## src/rtl/fifo_wr_arbiter.sv

```systemverilog
// Round-robin arbiter sharing one FIFO write port among NUM_REQ valid/ready producers.
// Optional: define FIFO_ARB_PRIO0_EN to give requester 0 fixed priority in IDLE arbitration.
module fifo_wr_arbiter #(
  parameter int unsigned NUM_REQ   = 4,
  parameter int unsigned DATA_W    = 8,
  parameter int unsigned MAX_BURST = 4
) (
  input  logic                        clk,
  input  logic                        reset,
  input  logic [NUM_REQ-1:0]          req_valid,
  input  logic [NUM_REQ*DATA_W-1:0]   req_data,
  output logic [NUM_REQ-1:0]          req_ready,
  input  logic                        fifo_full,
  output logic                        fifo_write_en,
  output logic [DATA_W-1:0]           fifo_data_in,
  output logic [$clog2(NUM_REQ)-1:0]  grant_id,
  output logic                        busy
);

  localparam int unsigned ID_W  = $clog2(NUM_REQ);
  localparam int unsigned CNT_W = $clog2(MAX_BURST + 1);

  typedef enum logic {IDLE, BURST} state_t;

  state_t            state;
  logic [ID_W-1:0]   owner;
  logic [ID_W-1:0]   rr_ptr;
  logic [CNT_W-1:0]  beat_cnt;

  logic [ID_W-1:0]   winner;
  logic [ID_W-1:0]   owner_next;
  logic              owner_valid;
  logic              beat;
  logic              last_beat;

  always_comb begin
    owner_valid = req_valid[owner];
    beat        = (state == BURST) && owner_valid && !fifo_full;
    last_beat   = (beat_cnt == CNT_W'(MAX_BURST - 1));
    owner_next  = (owner == ID_W'(NUM_REQ - 1)) ? '0 : owner + ID_W'(1);
  end

  // Scan from the farthest candidate back toward rr_ptr so the nearest valid one wins.
  always_comb begin
    int unsigned pos;
    pos    = 0;
    winner = '0;
    for (int unsigned j = 0; j < NUM_REQ; j++) begin
      pos = 32'(rr_ptr) + (NUM_REQ - 1 - j);
      if (pos >= NUM_REQ) pos = pos - NUM_REQ;
      if (req_valid[ID_W'(pos)]) winner = ID_W'(pos);
    end
`ifdef FIFO_ARB_PRIO0_EN
    if (req_valid[0]) winner = '0;
`endif
  end

  always_comb begin
    req_ready     = '0;
    fifo_write_en = 1'b0;
    fifo_data_in  = '0;
    grant_id      = '0;
    busy          = 1'b0;
    if (state == BURST) begin
      req_ready     = fifo_full ? '0 : (NUM_REQ'(1) << owner);
      fifo_write_en = beat;
      fifo_data_in  = DATA_W'(req_data >> (32'(owner) * DATA_W));
      grant_id      = owner;
      busy          = 1'b1;
    end
  end

  always_ff @(posedge clk or negedge reset) begin
    if (!reset) begin
      state    <= IDLE;
      owner    <= '0;
      rr_ptr   <= '0;
      beat_cnt <= '0;
    end else begin
      case (state)
        IDLE: begin
          if (|req_valid) begin
            owner    <= winner;
            beat_cnt <= '0;
            state    <= BURST;
          end
        end
        BURST: begin
          if (!owner_valid || (beat && last_beat)) begin
            state    <= IDLE;
            beat_cnt <= '0;
`ifdef FIFO_ARB_PRIO0_EN
            if (owner != '0) rr_ptr <= owner_next;
`else
            rr_ptr   <= owner_next;
`endif
          end else if (beat) begin
            beat_cnt <= beat_cnt + CNT_W'(1);
          end
        end
        default: state <= IDLE;
      endcase
    end
  end

endmodule

```

## config.mk

```make
export PLATFORM = sky130hd
export DESIGN_NAME = fifo_wr_arbiter
export DESIGN_NICKNAME = d
export VERILOG_FILES = /design/src/rtl/fifo_wr_arbiter.sv
export SDC_FILE = /design/constraint.sdc
export NUM_CORES = 1
export LEC_CHECK = 0
export ABC_AREA = 1
export CAP_MARGIN = 20
export CORE_MARGIN = 10
export CORE_UTILIZATION = 35
export DETAILED_ROUTE_END_ITERATION = 7
export PLACE_DENSITY = 0.77
export SETUP_SLACK_MARGIN = 0.02
export SYNTH_ARGS = -nofsm -noshare
export SYNTH_HDL_FRONTEND = slang
export SYNTH_SLANG_ARGS = --single-unit
```

## constraint.sdc

```tcl
create_clock -name clk -period 1.3 [get_ports clk]
set_input_delay 0.26 -clock clk [delete_from_list [all_inputs] [get_ports clk]]
set_output_delay 0.26 -clock clk [all_outputs]
set_load 0.02 [all_outputs]
```

After elaboration in Yosys (flattened, before gate mapping)

Index checks and enable logic that the tools add are counted.

Register bits: 8
Latch bits: 0
Bits in writable memories: 0
ROM bits: 0
Output and inout port bits: 16
Logic and storage cells: 71
Memories kept: 0

$add $sub $neg: 9
Multipliers: 0
Divide/modulo/power cells: 0
Magnitude comparators: 9
Eq/ne operators: 4
Shifts and indexed selects: 2
Multiplexer cells: 32
Bitwise logic cells: 1
Reduce and logical (&&, ||, !) cells: 10

Operators with widths:

| operator                                                                             | count |
|---|---|
| 32-bit by 5-bit right shift with 8-bit output                                        | 1 |
| 2-bit 2-to-1 mux                                                                     | 10 |
| 2-bit by 3-bit less-than comparator with 1-bit output (second input constant)        | 5 |
| 1-bit binary-select mux with 2-bit select                                            | 5 |
| 3-bit greater-or-equal comparator (second input constant)                            | 3 |
| 1-bit 2-to-1 mux                                                                     | 9 |
| 3-bit 2-to-1 mux                                                                     | 3 |
| 4-bit 2-to-1 mux                                                                     | 2 |
| 8-bit 2-to-1 mux                                                                     | 1 |
| 2-bit by 1-bit subtractor with 2-bit output (second input constant)                  | 4 |
| 2-bit by 2-bit adder with 3-bit output (second input constant)                       | 2 |
| 3-bit one-hot mux with 2 select lines                                                | 1 |
| 2-bit AND reduction                                                                  | 3 |
| 4-bit OR reduction                                                                   | 1 |
| 1-bit by 2-bit left shift with 4-bit output (first input constant)                   | 1 |
| 2-bit by 1-bit adder with 3-bit output (second input constant)                       | 1 |
| 3-bit by 1-bit adder with 3-bit output (second input constant)                       | 1 |
| 3-bit by 2-bit equality test with 1-bit output (second input constant)               | 1 |
| 2-bit by 3-bit greater-or-equal comparator with 1-bit output (second input constant) | 1 |
| 1-bit logical AND                                                                    | 3 |
| 3-bit by 1-bit inequality test with 1-bit output (second input constant)             | 1 |
| 2-bit by 1-bit adder with 2-bit output (second input constant)                       | 1 |
| 2-bit equality test (second input constant)                                          | 1 |
| 1-bit logical NOT                                                                    | 2 |
| 4 further kinds                                                                      | 4 |

Longest topological paths before layout

Depth in word-level cells: 9
Depth in mapped cells: 13
Mapped depth without buffers: 12

Worst setup path after synthesis

Ideal clock, no wire load.

Kind: register to output
From: register owner[0]
To: output req_ready[0]
Data arrival time: 1.352 ns
Path slack: -0.312 ns
Stages on the path, launching flop included: 7
Path buffers: 2
Cells stage by stage: dfrtp_1 -> inv_2 -> buf_6 -> clkbuf_1 -> ha_1 -> nand2_1 -> nor2_1

Cells in the longest elaborated chain, start to end: 3

RTL lines:

| item                                        | line | RTL |
|---|---|---|
| start, declared                             | 26   | `logic [ID_W-1:0] owner;` |
| start signal, assigned                      | 83   | `owner <= winner;` |
| 1-bit by 2-bit left shift with 4-bit output | 65   | `req_ready = fifo_full ? '0 : (NUM_REQ'(1) << owner);` |
| 4-bit 2-to-1 mux                            | 65   |  |
| 4-bit 2-to-1 mux                            | 64   | `if (state == BURST) begin` |
| end, declared                               | 12   | `output logic [NUM_REQ-1:0] req_ready,` |

Every way passes these cells.

Worst setup path in the final report

From: register owner[0]
To: output req_ready[1]

The elaborated chain is that of the path after synthesis.

==> summary.md <==
| Metric | Value |
|---|---|
| Initial Util | 36.61% |
| CTS tree | built |
| Total track usage | 14.09% |
| Failing checks | setup timing |
| Clk Latency, worst-skew pair | 260 ps |
| Commonest non-fill, non-tap cells in the layout | clkdlybuf4s50_1, nor2_1, nand2_1, buf_4, buf_6 |
| I/O pin count | 55 |
| Final WS setup | -413.4 ps |
| RSZ-0062 raised after global routing | true |
| Hold Slack | 281.9 ps |
| Initial antenna violation count | 0 |
| CTS Hold Buffers Added | 0 |
| Clock Path Buffers | 2 |
| Largest delay share family, worst path | flip-flops |
| CP required | 1040 ps |
| Area delta synth->final | 107.6% |
| CTS Root Cell | clkbuf_4 |
| Final Skew | 9.263 ps |
| CP max stage delay | 490 ps |
| Leakage power | 1.018 nW |
| Final core area utilization | 76.02% |
| Syn avg cell area | 5.592 um2 |
| Via Count | 1455 |
| Number of global-route vias before repair | 1385 |
| Largest net degree at the start of global routing | 14 |
| Worst Max-Slew Pin Slew | 396.1 ps |
| Max frequency | 583.6 MHz |
| Die Height | 73.48 um |
| DRT antenna net count | 0 |
| Status | finished with violations |
| H-tree Lvls | 1 |
| Final wirelength | 4275 um |
| N_diodes | 0 |
| Vias per cell | 5.017 |
| Core area | 2734 um2 |
| Critical path fanouts, max | 7 |
| Final Cycle Share | 131.8% |
| Die area | 5399 um2 |
| RePlAce Congestion | 0.8276 |
| Cell depth of the worst setup path | 6 |
| Crit path kind | reg2out |
| Die Span X | 73.48 um |
| FF+latch count, synth | 8 |
| Hold Crit Class | in2async |
| Final HPWL DP | 3013 um |
| Final Max Slew Viols | 0 |
| Crit path cell chain | buf_6 -> buf_4 -> ha_4 -> nand2_2 -> nor2_4 -> buf_4 |
| CP endpoint kind | primary output |
| Setup WS pre-CTS | -782.1 ps |
| Reg clk slew, reported paths | 70 ps |
| Yosys warnings | 0 |
| Synth unique cells | 19 |
| Critical-path top delay cell | dfrtp_2 |
| Nets | 305 |
| Setup_tns | -5706 ps |
| DRT Pass-1 Iters | 4 |
| Num CTS Buffers | 3 |
| Row Count | 19 |
| Area of the mapped netlist | 1001 um2 |
| IO Port Bufs | 54 |
| Final hold violations | 0 |
| Clock sink count | 8 |
| Synth area leaders | dfrtp_1, nand2_1, nor2_1, o21ai_0, ha_1 |
| VDD IR max | 0.001712 V |
| Final setup viols | 21 |
| Drc violations | 0 |
| Rel. slew slack | 73.51% |
| Post-Syn Instances | 179 |
| Crit path launch type | flip-flop |
| Sequential fraction of the synthesis area | 20.00% |
| Commonest non-fill, non-tap cell in the layout | clkdlybuf4s50_1 |
| Ratio of cells with drive above 1 in the final layout | 42.47% |
| Cell Pwr Density | 2320 nW/um2 |
| First-pass GRT wire length | 6285 um |
| Most frequent CP cell | buf_4 |
| GRT Residual Overflow | 0 |
| Data arrival, critical path | 1450 ps |
| Tmin final | 1713 ps |
| MaxCap Viol Count | 0 |
| Critical path buffer and inverter count | 3 |
| First DRT Iteration DRCs | 87 |
| Reg2reg path depth | 11 |
| WL/cell | 14.74 um |
| Post-synth top area cell | dfrtp_1 |
| Syn Nets | 224 |
| Post-synth top area share | 20.00% |
-- kinds of logic (layout without fill, tap and decap cells) --
family          after synthesis  count (layout)  synth area share [%]
simple gates                102             102                 41.12
compound gates               34              34                 17.88
buf+inv                      29             109                 13.50
flops                         8               8                 20.00
fa+ha+maj                     6               6                 7.500
-- layer usage --
layer  vias up  GRT usage (%)  wire (um)
li1        727              -          -
met1       652          16.90       1791
met2        68          24.34       2102
met3         8          3.634        334
met4         0          3.106         46
met5         -              0          0
-- final timing paths --
check / slack [ps] / from / to
worst min register to register: 480 / beat_cnt[1] / beat_cnt[1]
worst max register to register: -230 / owner[0] / beat_cnt[0]
min in group clk: 480 / beat_cnt[1] / beat_cnt[1]
worst min-delay path: 280 / reset / beat_cnt[2]
max in group asynchronous: 700 / reset / rr_ptr[0]
worst max-delay path: -410 / owner[0] / req_ready[1]
-- final cells by class --
type | instances | area (um2)
sequential | 8 | 205.2
fill | 191 | 655.6
inverter | 22 | 90.09
tap | 31 | 38.79
timing repair buffer | 83 | 842.1
multi-input combinational | 142 | 875.8
clock buffer | 4 | 26.28
-- synth_stat cells --
| cell type | number |
|---|---|
| o21ai_1 | 3 |
| nand2_2 | 4 |
| inv_2 | 4 |
| nand3_1 | 8 |
| nor2_1 | 38 |
| inv_1 | 18 |
| a31oi_1 | 1 |
| o21ai_0 | 18 |
| buf_4 | 1 |
| nand4_1 | 1 |
| a21oi_1 | 10 |
| o21ai_2 | 2 |
| clkbuf_1 | 3 |
| nor2_2 | 2 |
| dfrtp_1 | 8 |
| buf_6 | 3 |
| nand2_1 | 48 |
| nor3_1 | 1 |
| ha_1 | 6 |
-- flip-flops by register name, indices dropped and copies added, names as in the netlist --
| register | count |
|---|---|
| rr_ptr | 2 |
| beat_cnt | 3 |
| owner | 2 |
| state | 1 |
-- timing repair --
item / 4_1_cts / 5_1_grt
gates cloned: 0 / 1
pin swaps: 10 / 14
setup buffers: 5 / 2
gates resized for setup: 119 / 47
endpoints found under the setup margin: 24 / 24
-- where the power goes --
group / switching, mW / internal [mW]
clock: 0.104 / 0.118
combinational: 2.14 / 1.94
sequential: 0.164 / 0.361
total: 2.41 / 2.41
-- metrics by stage --
| stage | instance area (um2) | power, mW | cells |
|---|---|---|---|
| after floorplan | 1085 | 2.443 | 179 |
| after global placement | 1792 | 3.697 | 278 |
| after detailed placement | 1792 | 3.744 | 278 |
| after CTS | 1907 | 4.245 | 287 |
| after global routing | 2078 | 5.207 | 290 |
| final | 2078 | 4.822 | 290 |
(Power assumes the default switching activity.)
